## src/rtl/load_store_unit_if.sv

```systemverilog
// load_store_unit_if: req/ready data-memory bus between the load/store unit and memory.
interface load_store_unit_if;
  logic        mem_req;
  logic        mem_we;
  logic [31:0] mem_addr;
  logic [3:0]  mem_wstrb;
  logic [31:0] mem_wdata;
  logic        mem_ready;
  logic [31:0] mem_rdata;
  modport master (output mem_req, mem_we, mem_addr, mem_wstrb, mem_wdata, input mem_ready, mem_rdata);
  modport slave  (input mem_req, mem_we, mem_addr, mem_wstrb, mem_wdata, output mem_ready, mem_rdata);
endinterface

```

## src/rtl/load_store_unit.sv

```systemverilog
// load_store_unit: MEM-stage load/store initiator with lane alignment, extension, stall and fault reporting.
module load_store_unit #(
  parameter int TIMEOUT = 16
) (
  input  logic              clk,
  input  logic              rst_n,
  input  logic              MemRead,
  input  logic              MemWrite,
  input  logic [2:0]        RW_type,
  input  logic [31:0]       addr,
  input  logic [31:0]       wdata,
  output logic              stall,
  output logic [31:0]       rdata,
  output logic              rdata_valid,
  output logic              fault,
  load_store_unit_if.master bus
);
  localparam int CW = TIMEOUT > 1 ? $clog2(TIMEOUT) : 1;
  typedef enum logic [1:0] {IDLE, REQ, DONE} state_t;
  state_t state;
  logic [CW-1:0] cnt;
  logic [2:0] t_type;
  logic [1:0] lo;
  logic [1:0] sz;
  logic req, bad_type, mis, legal;
  logic [3:0] strb;
  logic [31:0] wd, lane, ext;
  always_comb begin
    sz = RW_type[1:0];
    req = MemRead | MemWrite;
    bad_type = (MemRead & MemWrite) | (MemRead ? (sz == 2'b11 || RW_type == 3'b110) : (RW_type[2] || sz == 2'b11));
    mis = (sz == 2'b01 && addr[0]) || (sz == 2'b10 && addr[1:0] != 2'b00);
    legal = req & ~bad_type & ~mis;
    stall = rst_n & (state == REQ || (state == IDLE && legal));
    strb = sz == 2'b00 ? 4'b0001 << addr[1:0] : sz == 2'b01 ? (addr[1] ? 4'b1100 : 4'b0011) : 4'b1111;
    wd = sz == 2'b00 ? {4{wdata[7:0]}} : sz == 2'b01 ? {2{wdata[15:0]}} : wdata;
    lane = bus.mem_rdata >> {lo, 3'b000};
    ext = t_type[1:0] == 2'b00 ? {{24{~t_type[2] & lane[7]}}, lane[7:0]} :
          t_type[1:0] == 2'b01 ? {{16{~t_type[2] & lane[15]}}, lane[15:0]} : lane;
  end
  always_ff @(posedge clk) begin
    if (!rst_n) begin
      state <= IDLE;
      cnt <= '0;
      t_type <= '0;
      lo <= '0;
      bus.mem_req <= 1'b0;
      bus.mem_we <= 1'b0;
      bus.mem_addr <= '0;
      bus.mem_wstrb <= '0;
      bus.mem_wdata <= '0;
      rdata <= '0;
      rdata_valid <= 1'b0;
      fault <= 1'b0;
    end else begin
      fault <= 1'b0;
      rdata_valid <= 1'b0;
      case (state)
        IDLE: begin
          if (req && !legal) fault <= 1'b1;
          else if (legal) begin
            state <= REQ;
            cnt <= '0;
            t_type <= RW_type;
            lo <= addr[1:0];
            bus.mem_req <= 1'b1;
            bus.mem_we <= MemWrite;
            bus.mem_addr <= {addr[31:2], 2'b00};
            bus.mem_wstrb <= MemWrite ? strb : 4'b0000;
            bus.mem_wdata <= wd;
          end
        end
        REQ: begin
          if (bus.mem_ready) begin
            state <= DONE;
            bus.mem_req <= 1'b0;
            if (!bus.mem_we) begin
              rdata <= ext;
              rdata_valid <= 1'b1;
            end
          end else if (TIMEOUT != 0 && cnt == CW'(TIMEOUT - 1)) begin
            state <= DONE;
            bus.mem_req <= 1'b0;
            fault <= 1'b1;
          end else cnt <= cnt + 1'b1;
        end
        default: state <= IDLE;
      endcase
    end
  end
endmodule

```

## src/flat_wrapper.sv

```systemverilog
// flat-port wrapper written by rule: the top's interface ports become plain ports
module load_store_unit_flat 
#(
  parameter int TIMEOUT = 16
)
  (clk, rst_n, MemRead, MemWrite, RW_type, addr, wdata, stall, rdata, rdata_valid, fault, bus_mem_req, bus_mem_we, bus_mem_addr, bus_mem_wstrb, bus_mem_wdata, bus_mem_ready, bus_mem_rdata);
  load_store_unit_if bus_i ();
  input  logic clk;
  input  logic rst_n;
  input  logic MemRead;
  input  logic MemWrite;
  input  logic [2:0] RW_type;
  input  logic [31:0] addr;
  input  logic [31:0] wdata;
  output logic stall;
  output logic [31:0] rdata;
  output logic rdata_valid;
  output logic fault;
  output wire logic [$bits(bus_i.mem_req)-1:0] bus_mem_req;
  output wire logic [$bits(bus_i.mem_we)-1:0] bus_mem_we;
  output wire logic [$bits(bus_i.mem_addr)-1:0] bus_mem_addr;
  output wire logic [$bits(bus_i.mem_wstrb)-1:0] bus_mem_wstrb;
  output wire logic [$bits(bus_i.mem_wdata)-1:0] bus_mem_wdata;
  input wire logic [$bits(bus_i.mem_ready)-1:0] bus_mem_ready;
  input wire logic [$bits(bus_i.mem_rdata)-1:0] bus_mem_rdata;
  assign bus_mem_req = bus_i.mem_req;
  assign bus_mem_we = bus_i.mem_we;
  assign bus_mem_addr = bus_i.mem_addr;
  assign bus_mem_wstrb = bus_i.mem_wstrb;
  assign bus_mem_wdata = bus_i.mem_wdata;
  assign bus_i.mem_ready = bus_mem_ready;
  assign bus_i.mem_rdata = bus_mem_rdata;
  load_store_unit #(.TIMEOUT(TIMEOUT)) u_core (.clk(clk), .rst_n(rst_n), .MemRead(MemRead), .MemWrite(MemWrite), .RW_type(RW_type), .addr(addr), .wdata(wdata), .stall(stall), .rdata(rdata), .rdata_valid(rdata_valid), .fault(fault), .bus(bus_i));
endmodule
```

## config.mk

```make
export PLATFORM = sky130hd
export DESIGN_NAME = load_store_unit_flat
export DESIGN_NICKNAME = d
export VERILOG_FILES = /design/src/rtl/load_store_unit_if.sv /design/src/rtl/load_store_unit.sv /design/src/flat_wrapper.sv
export SDC_FILE = /design/constraint.sdc
export NUM_CORES = 1
export LEC_CHECK = 0
export CORE_MARGIN = 2
export CORE_UTILIZATION = 30
export CTS_BUF_LIST = sky130_fd_sc_hd__clkbuf_2
export DETAILED_ROUTE_END_ITERATION = 10
export PLACE_DENSITY = 0.69
export SYNTH_ARGS = -nofsm -noshare
export SYNTH_HDL_FRONTEND = slang
export SYNTH_SLANG_ARGS = --single-unit
```

## constraint.sdc

```tcl
create_clock -name clk -period 2.51 [get_ports clk]
set_input_delay 0.502 -clock clk [delete_from_list [all_inputs] [get_ports clk]]
set_output_delay 0.502 -clock clk [all_outputs]
set_load 0.02 [all_outputs]
```

[Word level (Yosys, flattened, before mapping)]
Index checks and enable logic that the tools add are counted.
Word-level totals
  logic and storage cells: 89
  register bits after elaboration: 113
  input port bits: 104
  output and inout port bits: 105
Cells by class
  bitwise gates (word level): 13
  add/sub/neg operators: 1
  reductions and logical operators: 20
  shifts and indexed selects: 2
  equal/unequal tests: 12
  mux-type cells: 29
Operators with widths (count)
  $mux 32: 4
  $mux 4: 8
  $shr 32x5->32: 1
  $reduce_and 3->1: 4
  $mux 1: 9
  $mux 2: 4
  $pmux 4 s2: 1
  $and 1x1->1: 6
  $eq 2x1->1 const B: 3
  $logic_not 2->1: 3
  $ne 2x2->1 const B: 3
  $not 1->1: 5
  $reduce_and 5->1: 1
  $add 4x1->4 const B: 1
  $eq 2x2->1 const B: 2
  $eq 4x4->1 const B: 1
  $logic_and 1x1->1: 4
  $logic_or 1x1->1: 4
  $pmux 1 s2: 2
  $pmux 2 s2: 1
  $reduce_and 4->1: 1
  $reduce_bool 2->1: 2
  $shl 1x2->4 const A: 1
  $eq 3x3->1 const B: 1
  other kinds (4): 5

[Logic depth before layout (Yosys ltp)]
  word-level depth: 11
  mapped depth: 7
  mapped depth without buffers: 5

[Least setup slack after synthesis]
OpenSTA, ideal clock, no wires.
  path kind: input port to output port
  from: in MemWrite
  to: out stall
  data required time: 2.008 ns
  path buffers: 3
  stages: 7
  slack: -0.039 ns
  data arrival time: 2.047 ns
  path through: clkbuf_1 nor2b_1 a21o_1 clkbuf_1 clkbuf_1 a21oi_1 nor3_1
Between the ends
  word-level cells in the longest chain between the ends: 8
  elaborated cells on any way between the ends: 9
  those cells by class: 7 x bitwise; 2 x reduce/logical
RTL lines
  from (decl): RTL line flat_wrapper.sv:11  | input logic MemWrite;
  $and 1x1->1: RTL line load_store_unit.sv:31  | bad_type = (MemRead & MemWrite) | (MemRead ? (sz == 2'b11 || RW_type == 3'b110) : (RW_type[2] || sz == 2'b11)) ...
  $or 1x1->1: RTL line load_store_unit.sv:31
  $not 1->1: RTL line load_store_unit.sv:33  | legal = req & ~bad_type & ~mis;
  $and 1x1->1 * (2 in series): RTL line load_store_unit.sv:33
  $logic_and 1x1->1 *: RTL line load_store_unit.sv:34  | stall = rst_n & (state == REQ || (state == IDLE && legal));
  $logic_or 1x1->1 *: RTL line load_store_unit.sv:34
  $and 1x1->1 *: RTL line load_store_unit.sv:34
  to (decl): RTL line flat_wrapper.sv:15  | output logic stall;
Every way passes the cells marked *; elsewhere a longest branch is shown, timed or not.

[Worst setup path after layout]
  from: in RW_type[2]
  to: out stall
Between the ends
  word-level cells in the longest chain between the ends: 10
  elaborated cells on any way between the ends: 11
  those cells by class: 1 x eq/ne; 1 x mux; 5 x bitwise; 4 x reduce/logical
RTL lines
  from (decl): RTL line flat_wrapper.sv:12  | input logic [2:0] RW_type;
  $eq 3x3->1: RTL line load_store_unit.sv:31
  $logic_or 1x1->1: RTL line load_store_unit.sv:31
  $mux 1 *: RTL line load_store_unit.sv:31
  $or 1x1->1 *: RTL line load_store_unit.sv:31
  $not 1->1 *: RTL line load_store_unit.sv:33
  $and 1x1->1 * (2 in series): RTL line load_store_unit.sv:33
  $logic_and 1x1->1 *: RTL line load_store_unit.sv:34
  $logic_or 1x1->1 *: RTL line load_store_unit.sv:34
  $and 1x1->1 *: RTL line load_store_unit.sv:34
Marked as above.

==> flow_summary.ini <==
[setup_path]
r2r_cells = 5
cp.arrival_ps = 1880
end_kind = primary output
required_ps = 2010
critPathKind = input port to primary output
cp_max_fo = 2
cp-start-kind = input port

[place]
dp.cells = 1033
port_buffers = 206
dp.final_hpwl_um = 12200
placed_area_mm2 = 0.00767
place_ws_ps = -455
gp_congestion = 0.784

[clock_tree]
post-cts-setup-buffers = 0
cts_max_level = 4
insertion_delay_ps = 650
clock-root-buffer = clkbuf_2
clk_path_buf_depth = 2
cts.clk_slew.worst_paths_ps = 160
cts_tree = yes
numClockSinks = 113
numCtsBuffers = 17

[die]
die_y_um = 136
die_area_mm2 = 0.0184
dieWidth_um = 136
ios = 209
placementRows = 48
initial_core_util_pct = 30.4
core-area_mm2 = 0.0171

[run_status]
status = finished, final reports clean

[power]
clock_power_share_pct = 26.8
ir_worst_vdd_mv = 0.407
leakage_nw = 2.75
power.internal_mw = 2.68
p_per_area_mw_per_mm2 = 496
power_frac_seq_pct = 49.0
p_switching_mw = 1.23
combinationalPowerShare_pct = 24.2
power_mw = 3.90
swShare_pct = 31.4

[timing]
holdWs_ps = 336
fin_crit_sh_pct = 94.9
finalCriticalPeriod_ps = 2380
fmax_mhz = 420
max_slew_margin_pct = 33.4
tightest_slew_ps = 998
rsz0062_at_grt = false
setup_viol = 0
hold_viol_final = 0
slew_violations = 0
clock_skew_ps = 40.2
finalSetupTns_ps = 0
setup_slack_ps = 128

[hold_path]
holdPathStages = 4
worstHoldPathType = input port to flip-flop

[synthesis]
syn_area_per_cell_um2 = 8.31
ys_ff_latch = 113
ys_warn_count = 0
syn-cell-area_mm2 = 0.00521
synth_cell_types = 47
synthCells = 627
yosysSeqAreaShare_pct = 43.4

[layout]
nFillCells = 1694
nets = 932
final_util_pct = 46.0
synthToLayoutAreaGrowth_pct = 51.1
fin_area_mm2 = 0.00787
num_antenna_cells = 0
instances_no_fill = 1064
layout_common_cells = clkdlybuf4s50_1, dfxtp_1, a21oi_1
layout_commonest_cell = clkdlybuf4s50_1
layout-drive-gt1-share_pct = 11.4

[drt]
avgRoutedWirePerCell_um = 16.5
vias = 5428
wl_met1_um = 8200
postRouteAntennaNets = 0
top_layer = met4
wl_met2_um = 7590
vias_per_cell = 5.10
drtIter0Drc = 380
finalWirelength_um = 17500
firstDrtPassIters = 5
wl_met3_um = 1550
drc = 0

[grt]
grt_pass1_wl_um = 27400
grt.total_usage_pct = 18.7
antenna_found_initial = 0
grt_pass1_vias = 5057
grt_overflow_total = 0
grt_max_degree = 88

[job]
max_cap_viol_count = 0
-- Yosys cell counts, drive strengths merged --
cell / count / area [um2]
nor2b: 8 / 50.1
nor2: 11 / 48.8
a311oi: 8 / 70.1
nor3b: 1 / 7.51
a211oi: 11 / 103
a21oi: 112 / 572
o211ai: 10 / 75.1
nand4: 1 / 6.26
conb: 1 / 3.75
mux4: 1 / 22.5
and2: 1 / 6.26
nand3b: 4 / 30.0
inv: 1 / 3.75
mux2: 10 / 113
a21o: 3 / 22.5
clkbuf: 44 / 165
mux2i: 31 / 310
and3: 1 / 6.26
nand2: 56 / 210
or2: 2 / 12.5
o31a: 1 / 8.76
o221ai: 1 / 8.76
nor4: 1 / 6.26
buf: 21 / 144
a31oi: 2 / 12.5
a211o: 2 / 26.3
nor3: 1 / 5.00
or3: 1 / 6.26
nand2b: 2 / 12.5
o21ai: 98 / 490
or4: 1 / 11.3
dfxtp: 113 / 2260
o21bai: 1 / 7.51
clkinv: 1 / 3.75
o2111ai: 3 / 26.3
o2bb2ai: 7 / 61.3
ha: 1 / 12.5
o21a: 1 / 7.51
nand3: 52 / 260
-- flip-flops by register name (all words and copies together), names as in the netlist --
register / flops
u_core.fault: 1
u_core.lo: 2
u_core.bus.mem_addr: 30
u_core.cnt: 4
u_core.t_type: 3
u_core.bus.mem_we: 1
u_core.bus.mem_req: 1
u_core.rdata: 32
u_core.state: 2
u_core.bus.mem_wdata: 32
u_core.rdata_valid: 1
u_core.bus.mem_wstrb: 4
-- worst max-delay path, cell delays in order --
cell	delay (ps)
clkdlybuf4s50_1	440
or4_4	450
nand2_2	100
a21oi_1	70
nor3_2	150
buf_4	170
-- worst paths after layout --
kind | start | to | slack (ps)
worst min register to register | u_core.rdata[4] | u_core.rdata[4] | 470
worst max-delay path | RW_type[2] | stall | 130
worst min-delay path | addr[0] | u_core.lo[0] | 340
worst max register to register | u_core.lo[0] | u_core.rdata[31] | 560
-- kinds of logic after synthesis --
group | count (synthesis) | synth area share (%)
other cells | 1 | 0.0720
mux | 42 | 8.55
simple gates | 143 | 13.0
flops | 113 | 43.4
fa+ha+maj | 1 | 0.240
compound gates | 260 | 28.6
buf+inv | 67 | 6.07
-- per-layer routing --
| layer | vias up | track usage (%) |
|---|---|---|
| li1 | 2665 | - |
| met3 | 11 | 7.18 |
| met1 | 2555 | 25.7 |
| met4 | 0 | 4.51 |
| met5 | - | 0 |
| met2 | 197 | 27.7 |
-- what timing repair did --
action	CTS	global route
hold buffers	0	0
cloned	0	0
endpoints found under the setup margin	1	1
resized for setup	4	6
pin swaps	0	2
-- area by class of cell --
cell class              count  area, um2  area share [%]
clock inverters            12       95.1            1.21
repair buffers            245       2460            31.3
clock buffers              19       95.1            1.21
well taps                 225        282            3.58
flip-flops and latches    113       2260            28.7
inverters                   2       7.51          0.0953
multi-input cells         448       2670            33.9
-- power groups by stage --
stage / clock network (mW) / logic, mW / registers, mW
after floorplan: 0 / 0.372 / 2.03
after global placement: 0 / 0.943 / 1.95
after detailed placement: 0 / 0.941 / 1.95
after CTS: 1.10 / 0.944 / 1.92
after global routing: 1.18 / 1.02 / 1.93
final: 1.05 / 0.943 / 1.91
No activity file was read; power rests on OpenSTA's default activity.
